<file path="config.mk">
export PLATFORM = sky130hd
export DESIGN_NAME = reg_cmd_master
export DESIGN_NICKNAME = d
export VERILOG_FILES = /design/src/rtl/host_proto_pkg.sv /design/src/rtl/strobe_edge.sv /design/src/rtl/reg_cmd_master.sv
export SDC_FILE = /design/constraint.sdc
export NUM_CORES = 1
export LEC_CHECK = 0
export BUFFER_PORTS_ARGS = -buffer_cell sky130_fd_sc_hd__buf_2
export CORE_MARGIN = 5
export CORE_UTILIZATION = 45
export DETAILED_ROUTE_END_ITERATION = 12
export GPL_ROUTABILITY_DRIVEN = 0
export PLACE_DENSITY_LB_ADDON = 0.2
export SETUP_SLACK_MARGIN = 0.1
export SYNTH_ARGS = -nofsm -noshare
export SYNTH_HDL_FRONTEND = slang
export SYNTH_HIERARCHICAL = 1
export SYNTH_SLANG_ARGS = --single-unit
</file>
<file path="constraint.sdc">
create_clock -name clk_i -period 1.91 [get_ports clk_i]
set_input_delay 0.382 -clock clk_i [delete_from_list [all_inputs] [get_ports clk_i]]
set_output_delay 0.382 -clock clk_i [all_outputs]
set_load 0.01 [all_outputs]
</file>
<file path="src/rtl/host_proto_pkg.sv">
// Shared definitions for the host register-command protocol: frame magics,
// frame lengths, controller state encodings and the request frame layout.
// Used by reg_cmd_master and host_iface.
package host_proto_pkg;

  localparam logic [7:0] CMD_MAGIC = 8'hAA;
  localparam logic [7:0] RSP_MAGIC = 8'hAB;

  localparam int unsigned REQ_LEN         = 8;
  localparam int unsigned RSP_LEN         = 5;
  localparam int unsigned TIMEOUT_DEFAULT = 1024;

  localparam int unsigned ST_W = 3;
  localparam logic [ST_W-1:0] ST_IDLE     = 3'd0;
  localparam logic [ST_W-1:0] ST_TX       = 3'd1;
  localparam logic [ST_W-1:0] ST_GAP      = 3'd2;
  localparam logic [ST_W-1:0] ST_RX_MAGIC = 3'd3;
  localparam logic [ST_W-1:0] ST_RX_DATA  = 3'd4;
  localparam logic [ST_W-1:0] ST_DONE     = 3'd5;

  // Request frame; magic is the first byte on the wire (LSB end).
  typedef struct packed {
    logic [31:0] value;
    logic [15:0] addr;
    logic [7:0]  wr;
    logic [7:0]  magic;
  } req_frame_t;

  function automatic logic [63:0] pack_request(input logic        write,
                                               input logic [15:0] addr,
                                               input logic [31:0] value);
    req_frame_t f;
    f.value = value;
    f.addr  = addr;
    f.wr    = {7'b0, write};
    f.magic = CMD_MAGIC;
    return f;
  endfunction

endpackage

</file>
<file path="src/rtl/strobe_edge.sv">
// Registered single-edge detector for a strobe already in the clk_i domain.
// Ports: clk_i, reset_i (sync, active high), strobe_i (level),
//        edge_c (combinational: rise when FALLING=0, fall when FALLING=1).
// RST_VAL is the strobe's idle level so no false edge follows reset.
module strobe_edge #(
  parameter bit FALLING = 1'b0,
  parameter bit RST_VAL = 1'b0
) (
  input  logic clk_i,
  input  logic reset_i,
  input  logic strobe_i,
  output logic edge_c
);

  logic prev_q;
  logic prev_d;

  always_comb prev_d = strobe_i;

  always_ff @(posedge clk_i) begin
    if (reset_i) prev_q <= RST_VAL;
    else         prev_q <= prev_d;
  end

  assign edge_c = FALLING ? (prev_q & ~strobe_i) : (~prev_q & strobe_i);

endmodule

</file>
<file path="src/rtl/reg_cmd_master.sv">
// Register-command initiator: serializes a parallel command into the 8-byte
// request frame towards host_iface and collects the 0xAB-framed reply.
// Ports: clk_i/reset_i (sync, active high); cmd_* valid/ready command port;
//        rsp_* one-cycle response; nrxf_o/nrd_i/d_o/d_oe_o request byte
//        handshake; ntxe_o/wr_i/d_i reply byte handshake.
// Option: define REG_CMD_MASTER_TIMEOUT_EN to enable the reply timeout
//         (TIMEOUT_CYCLES parameter); otherwise rsp_timeout_o is tied low.
module reg_cmd_master
  import host_proto_pkg::*;
#(
  parameter int unsigned TIMEOUT_CYCLES = TIMEOUT_DEFAULT
)
(
  input  logic        clk_i,
  input  logic        reset_i,
  input  logic        cmd_valid_i,
  output logic        cmd_ready_o,
  input  logic        cmd_write_i,
  input  logic [15:0] cmd_addr_i,
  input  logic [31:0] cmd_value_i,
  output logic        rsp_valid_o,
  output logic [31:0] rsp_data_o,
  output logic        rsp_err_o,
  output logic        rsp_timeout_o,
  output logic        nrxf_o,
  input  logic        nrd_i,
  output logic [7:0]  d_o,
  output logic        d_oe_o,
  output logic        ntxe_o,
  input  logic        wr_i,
  input  logic [7:0]  d_i
);

  // Parameter sanity check.
  if (TIMEOUT_CYCLES < 16) begin : g_bad_timeout
    $error("reg_cmd_master: TIMEOUT_CYCLES must be at least 16");
  end

  logic [ST_W-1:0] state_q, state_d;
  logic [55:0]     shreg_q, shreg_d;   // request bytes still to be sent
  logic [7:0]      d_q, d_d;
  logic [2:0]      idx_q, idx_d;
  logic [1:0]      rx_idx_q, rx_idx_d;
  logic            nrxf_q, nrxf_d;
  logic            ntxe_q, ntxe_d;
  logic            cmd_ready_q, cmd_ready_d;
  logic            rsp_valid_q, rsp_valid_d;
  logic [31:0]     rsp_data_q, rsp_data_d;
  logic            rsp_err_q, rsp_err_d;
  logic [63:0]     req_c;
  logic            nrd_rise_c;
  logic            wr_fall_c;

`ifdef REG_CMD_MASTER_TIMEOUT_EN
  localparam int unsigned CNT_W = $clog2(TIMEOUT_CYCLES);
  logic [CNT_W-1:0] cnt_q, cnt_d;
  logic             rsp_timeout_q, rsp_timeout_d;
`endif

  strobe_edge #(.FALLING(1'b0), .RST_VAL(1'b1)) u_nrd_edge (
    .clk_i    (clk_i),
    .reset_i  (reset_i),
    .strobe_i (nrd_i),
    .edge_c   (nrd_rise_c)
  );

  strobe_edge #(.FALLING(1'b1), .RST_VAL(1'b0)) u_wr_edge (
    .clk_i    (clk_i),
    .reset_i  (reset_i),
    .strobe_i (wr_i),
    .edge_c   (wr_fall_c)
  );

  assign req_c = pack_request(cmd_write_i, cmd_addr_i, cmd_value_i);

  // Next-state and registered-output logic.
  always_comb begin
    state_d     = state_q;
    shreg_d     = shreg_q;
    d_d         = d_q;
    idx_d       = idx_q;
    rx_idx_d    = rx_idx_q;
    nrxf_d      = nrxf_q;
    ntxe_d      = ntxe_q;
    cmd_ready_d = cmd_ready_q;
    rsp_valid_d = 1'b0;
    rsp_data_d  = rsp_data_q;
    rsp_err_d   = rsp_err_q;
`ifdef REG_CMD_MASTER_TIMEOUT_EN
    cnt_d         = cnt_q;
    rsp_timeout_d = rsp_timeout_q;
`endif

    case (state_q)
      ST_IDLE: begin
        if (cmd_valid_i && cmd_ready_q) begin
          d_d         = req_c[7:0];
          shreg_d     = req_c[63:8];
          idx_d       = 3'd0;
          rsp_err_d   = 1'b0;
          cmd_ready_d = 1'b0;
          nrxf_d      = 1'b0;
          state_d     = ST_TX;
`ifdef REG_CMD_MASTER_TIMEOUT_EN
          cnt_d         = '0;
          rsp_timeout_d = 1'b0;
`endif
        end
      end
      ST_TX: begin
        if (nrd_rise_c) begin
          idx_d  = idx_q + 3'd1;
          nrxf_d = 1'b1;
          if (idx_q == 3'(REQ_LEN - 1)) begin
            ntxe_d  = 1'b0;
            state_d = ST_RX_MAGIC;
          end else begin
            // Next byte is placed during the gap so it is stable when nrxf_o falls.
            d_d     = shreg_q[7:0];
            shreg_d = {8'h00, shreg_q[55:8]};
            state_d = ST_GAP;
          end
        end
      end
      ST_GAP: begin
        nrxf_d  = 1'b0;
        state_d = ST_TX;
      end
      ST_RX_MAGIC: begin
        if (wr_fall_c) begin
          rsp_err_d = (d_i != RSP_MAGIC);
          rx_idx_d  = 2'd0;
          state_d   = ST_RX_DATA;
        end
      end
      ST_RX_DATA: begin
        if (wr_fall_c) begin
          rsp_data_d[{rx_idx_q, 3'b000} +: 8] = d_i;
          rx_idx_d = rx_idx_q + 2'd1;
          if (rx_idx_q == 2'(RSP_LEN - 2)) begin
            rsp_valid_d = 1'b1;
            ntxe_d      = 1'b1;
            state_d     = ST_DONE;
          end
        end
      end
      ST_DONE: begin
        cmd_ready_d = 1'b1;
        state_d     = ST_IDLE;
      end
      default: begin
        nrxf_d      = 1'b1;
        ntxe_d      = 1'b1;
        cmd_ready_d = 1'b1;
        state_d     = ST_IDLE;
      end
    endcase

`ifdef REG_CMD_MASTER_TIMEOUT_EN
    // Inactivity counter, restarted by every byte moved in either direction.
    if (state_q == ST_TX || state_q == ST_GAP ||
        state_q == ST_RX_MAGIC || state_q == ST_RX_DATA) begin
      if ((state_q == ST_TX && nrd_rise_c) ||
          ((state_q == ST_RX_MAGIC || state_q == ST_RX_DATA) && wr_fall_c)) begin
        cnt_d = '0;
      end else if (cnt_q == CNT_W'(TIMEOUT_CYCLES - 1)) begin
        rsp_valid_d   = 1'b1;
        rsp_timeout_d = 1'b1;
        nrxf_d        = 1'b1;
        ntxe_d        = 1'b1;
        state_d       = ST_DONE;
      end else begin
        cnt_d = cnt_q + CNT_W'(1);
      end
    end
`endif
  end

  always_ff @(posedge clk_i) begin
    if (reset_i) begin
      state_q     <= ST_IDLE;
      shreg_q     <= '0;
      d_q         <= '0;
      idx_q       <= '0;
      rx_idx_q    <= '0;
      nrxf_q      <= 1'b1;
      ntxe_q      <= 1'b1;
      cmd_ready_q <= 1'b1;
      rsp_valid_q <= 1'b0;
      rsp_data_q  <= '0;
      rsp_err_q   <= 1'b0;
    end else begin
      state_q     <= state_d;
      shreg_q     <= shreg_d;
      d_q         <= d_d;
      idx_q       <= idx_d;
      rx_idx_q    <= rx_idx_d;
      nrxf_q      <= nrxf_d;
      ntxe_q      <= ntxe_d;
      cmd_ready_q <= cmd_ready_d;
      rsp_valid_q <= rsp_valid_d;
      rsp_data_q  <= rsp_data_d;
      rsp_err_q   <= rsp_err_d;
    end
  end

`ifdef REG_CMD_MASTER_TIMEOUT_EN
  always_ff @(posedge clk_i) begin
    if (reset_i) begin
      cnt_q         <= '0;
      rsp_timeout_q <= 1'b0;
    end else begin
      cnt_q         <= cnt_d;
      rsp_timeout_q <= rsp_timeout_d;
    end
  end
  assign rsp_timeout_o = rsp_timeout_q;
`else
  assign rsp_timeout_o = 1'b0;
`endif

  assign cmd_ready_o = cmd_ready_q;
  assign rsp_valid_o = rsp_valid_q;
  assign rsp_data_o  = rsp_data_q;
  assign rsp_err_o   = rsp_err_q;
  assign nrxf_o      = nrxf_q;
  assign ntxe_o      = ntxe_q;
  assign d_o         = d_q;
  // Bus is driven only while host_iface is actively reading a request byte.
  assign d_oe_o      = ((state_q == ST_TX) || (state_q == ST_GAP)) && !nrd_i;

endmodule
</file>
==> out/qor.csv <==
metric;value;unit
skew final;8.17;ps
Synth cell types;49;
PD cells;832;nW/um^2
DRC violations left;0;
CTS Buf Count;9;
dpl hpwl;9.08;mm
Tot GR Track Use;0.204;
adder-cell share of the synthesized area;0.0198;
most frequent cells in the layout;110 x dfxtp_1, 107 x buf_2, 37 x inv_1;
crit path capture type;primary output;
Ys Warns;6;
IO buf count;107;
core box area;10900;um^2
DRT iter0 DRCs;384;
Arr. time, crit path;1330;ps
VDD IR max;0.599;mV
clock root cell;clkbuf_16;
crit path time final;1710;ps
Req. time, crit path;1530;ps
Mean Syn Cell Area;9.20;um^2
Fin Hold WS;243;ps
nets;708;
Reg clk slew, reported paths;70;ps
die width;116;um
via count;4506;
Starting Density;0.463;
FMAX;586;MHz
# diodes;0;
Leak Pwr;2.44;nW
Crit Path Max Fanout;24;
Syn Nets;620;
WL final;13.4;mm
largest net degree at the start of global routing;40;
max layer used;met4;
Final Hold Viols;0;
DR WL met3;812;um
DR WL/cell;17.1;um
# rows;38;
Final Max Slew Viols;0;
Seq/Total Area, Yosys;0.439;
IO Pins;109;
top cells by area, synth;dfxtp_1 44%, o221a_1 5.3%, a21oi_1 3.6%, a211oi_1 3.3%, nand4_1 3.2%;
commonest non-fill, non-tap cell in the layout;dfxtp_1;
synthesized flop and latch total;111;
routed length on met2;6.02;mm
layout cell share with drive strength beyond 1;0.267;
grt ovf;0;
Rel. slew slack;0.639;
hold-fix buffers at CTS;0;
R2R cell count;6;
Synth Area in XOR/XNOR;0.00173;
router iterations before antenna repair;4;
Setup Buffers After CTS;0;
CP startpoint kind;register;
RSZ-0062 raised after global routing;true;
outcome;completed;
Gate Count Post-Synth;550;
Synth Area in Compound Gates;0.274;
Post-Synth Simple-Gate Area;0.184;
hold crit path type;in2reg;
vias in the first global route;4404;
endpoints failing setup;0;
Yosys top cell by area;dfxtp_1;
die height;116;um
CTS tree;done;
Via-to-Cell Ratio;5.77;
first-pass GRT wire length;21.9;mm
P&R area growth vs syn;20.0;%
Sum Neg Setup Slack;0;ps
asr flop ratio synth;0;
Worst Hold Depth;2;
Routed Antenna Nets;0;
initial antenna violation count;0;
post-synthesis mux area share;0.00198;
clock sink total;111;
ys flop type;dfxtp_1;
Worst-Skew Late Latency;350;ps
main combinational cell family by area after synthesis;compound AO/OA/AOI/OAI gates;
number of synthesized flops with an enable pin;0;
CTS Buffer Depth;2;
synthesized area;5060;um^2
period utilisation layout;0.894;
Synth top area share;0.439;
CTS H-tree depth;3;
Least-Margin Pin Slew;541;ps
M1 WL;6.27;mm
critical path class;reg2out;
Max Cap Viol;0;
die area;13500;um^2
per-layer routing:
metal / GRT usage / vias up
met5: 0 / -
met3: 0.0444 / 22
met1: 0.290 / 2147
met2: 0.299 / 120
li1: - / 2217
met4: 0.0843 / 0
metrics by stage:
step / util / power, W / cells / setup WS [ps] / cell area, um^2
CTS: 0.552 / 0.00509 / 781 / 109 / 6040
global placement: 0.528 / 0.00333 / 767 / 96.8 / 5770
detailed placement: 0.528 / 0.00336 / 767 / 72.1 / 5770
finish: 0.555 / 0.00505 / 781 / 203 / 6070
global route: 0.555 / 0.00529 / 781 / 68.6 / 6070
floorplan: - / 0.00310 / 550 / 77.7 / 5060
sequential cells by signal, indices dropped and copies added, names as in the netlist:
| register | cells |
|---|---|
| rx_idx_q | 2 |
| idx_q | 3 |
| rsp_valid_o | 1 |
| shreg_q | 56 |
| nrxf_o | 1 |
| u_nrd_edge/prev_q | 1 |
| ntxe_o | 1 |
| state_q | 3 |
| rsp_data_o | 32 |
| rsp_err_o | 1 |
| d_o | 8 |
| u_wr_edge/prev_q | 1 |
| cmd_ready_o | 1 |
logic make-up (layout without fill, tap and decap cells):
family          Yosys count  in the layout
simple gates            157            157
buf+inv                  95            186
mux                       1              1
flops                   111            111
fa+ha+maj                 8              8
compound gates          176            176
xor+xnor                  1              1
other cells               1              1
path summary, 6_finish.rpt:
path                                  from                 to  slack [ps]
worst max-delay path            state_q[0]             d_oe_o         200
worst min-delay path                 nrd_i  u_nrd_edge/prev_q         240
worst max register to register    idx_q[0]        shreg_q[12]         210
worst min register to register    idx_q[2]           idx_q[2]         450
power by group:
group	leakage, nW	internal (W)	total (W)	switching [W]
Clock	0.132	0.000941	0.00174	0.000794
Sequential	0.907	0.00246	0.00253	0.0000696
Combinational	1.41	0.000350	0.000790	0.000440
Total	2.44	0.00375	0.00505	0.00130
synth_stat cells (all sizes together), types with 2 or more instances:
master	instances
nand4	26
and2	21
a211oi	22
nor3b	4
nand4bb	3
o211ai	9
inv	39
buf	21
nand4b	2
o32ai	17
and4	2
nand3	14
dfxtp	111
a32o	8
o21ai	33
nor3	2
nand2b	21
nand3b	3
nor2	8
or2	4
nand2	34
and3	2
and3b	3
ha	8
nor2b	5
a221oi	21
a21oi	37
clkbuf	35
and4bb	2
o221a	24
critical path, cell delays in order, from the launching register on:
cell     delay (ps)
dfxtp_4         380
buf_8           160
xnor2_1         130
nor3_1          130
buf_2           160
timing repair:
action                                  in CTS  in global routing
endpoints found under the setup margin       1                 22
endpoints found under the hold margin        0                  0
gates cloned                                 0                  0
resized for setup                            1                  7
cell type report:
class,instances,area [um^2]
clock buffers,13,260
clock inverters,1,5.00
fillers,990,4860
inverters,39,146
multi-input cells,344,2470
flip-flops and latches,111,2230
well taps,140,175
repair buffers,133,788
Power figures use the tool's default switching activity.
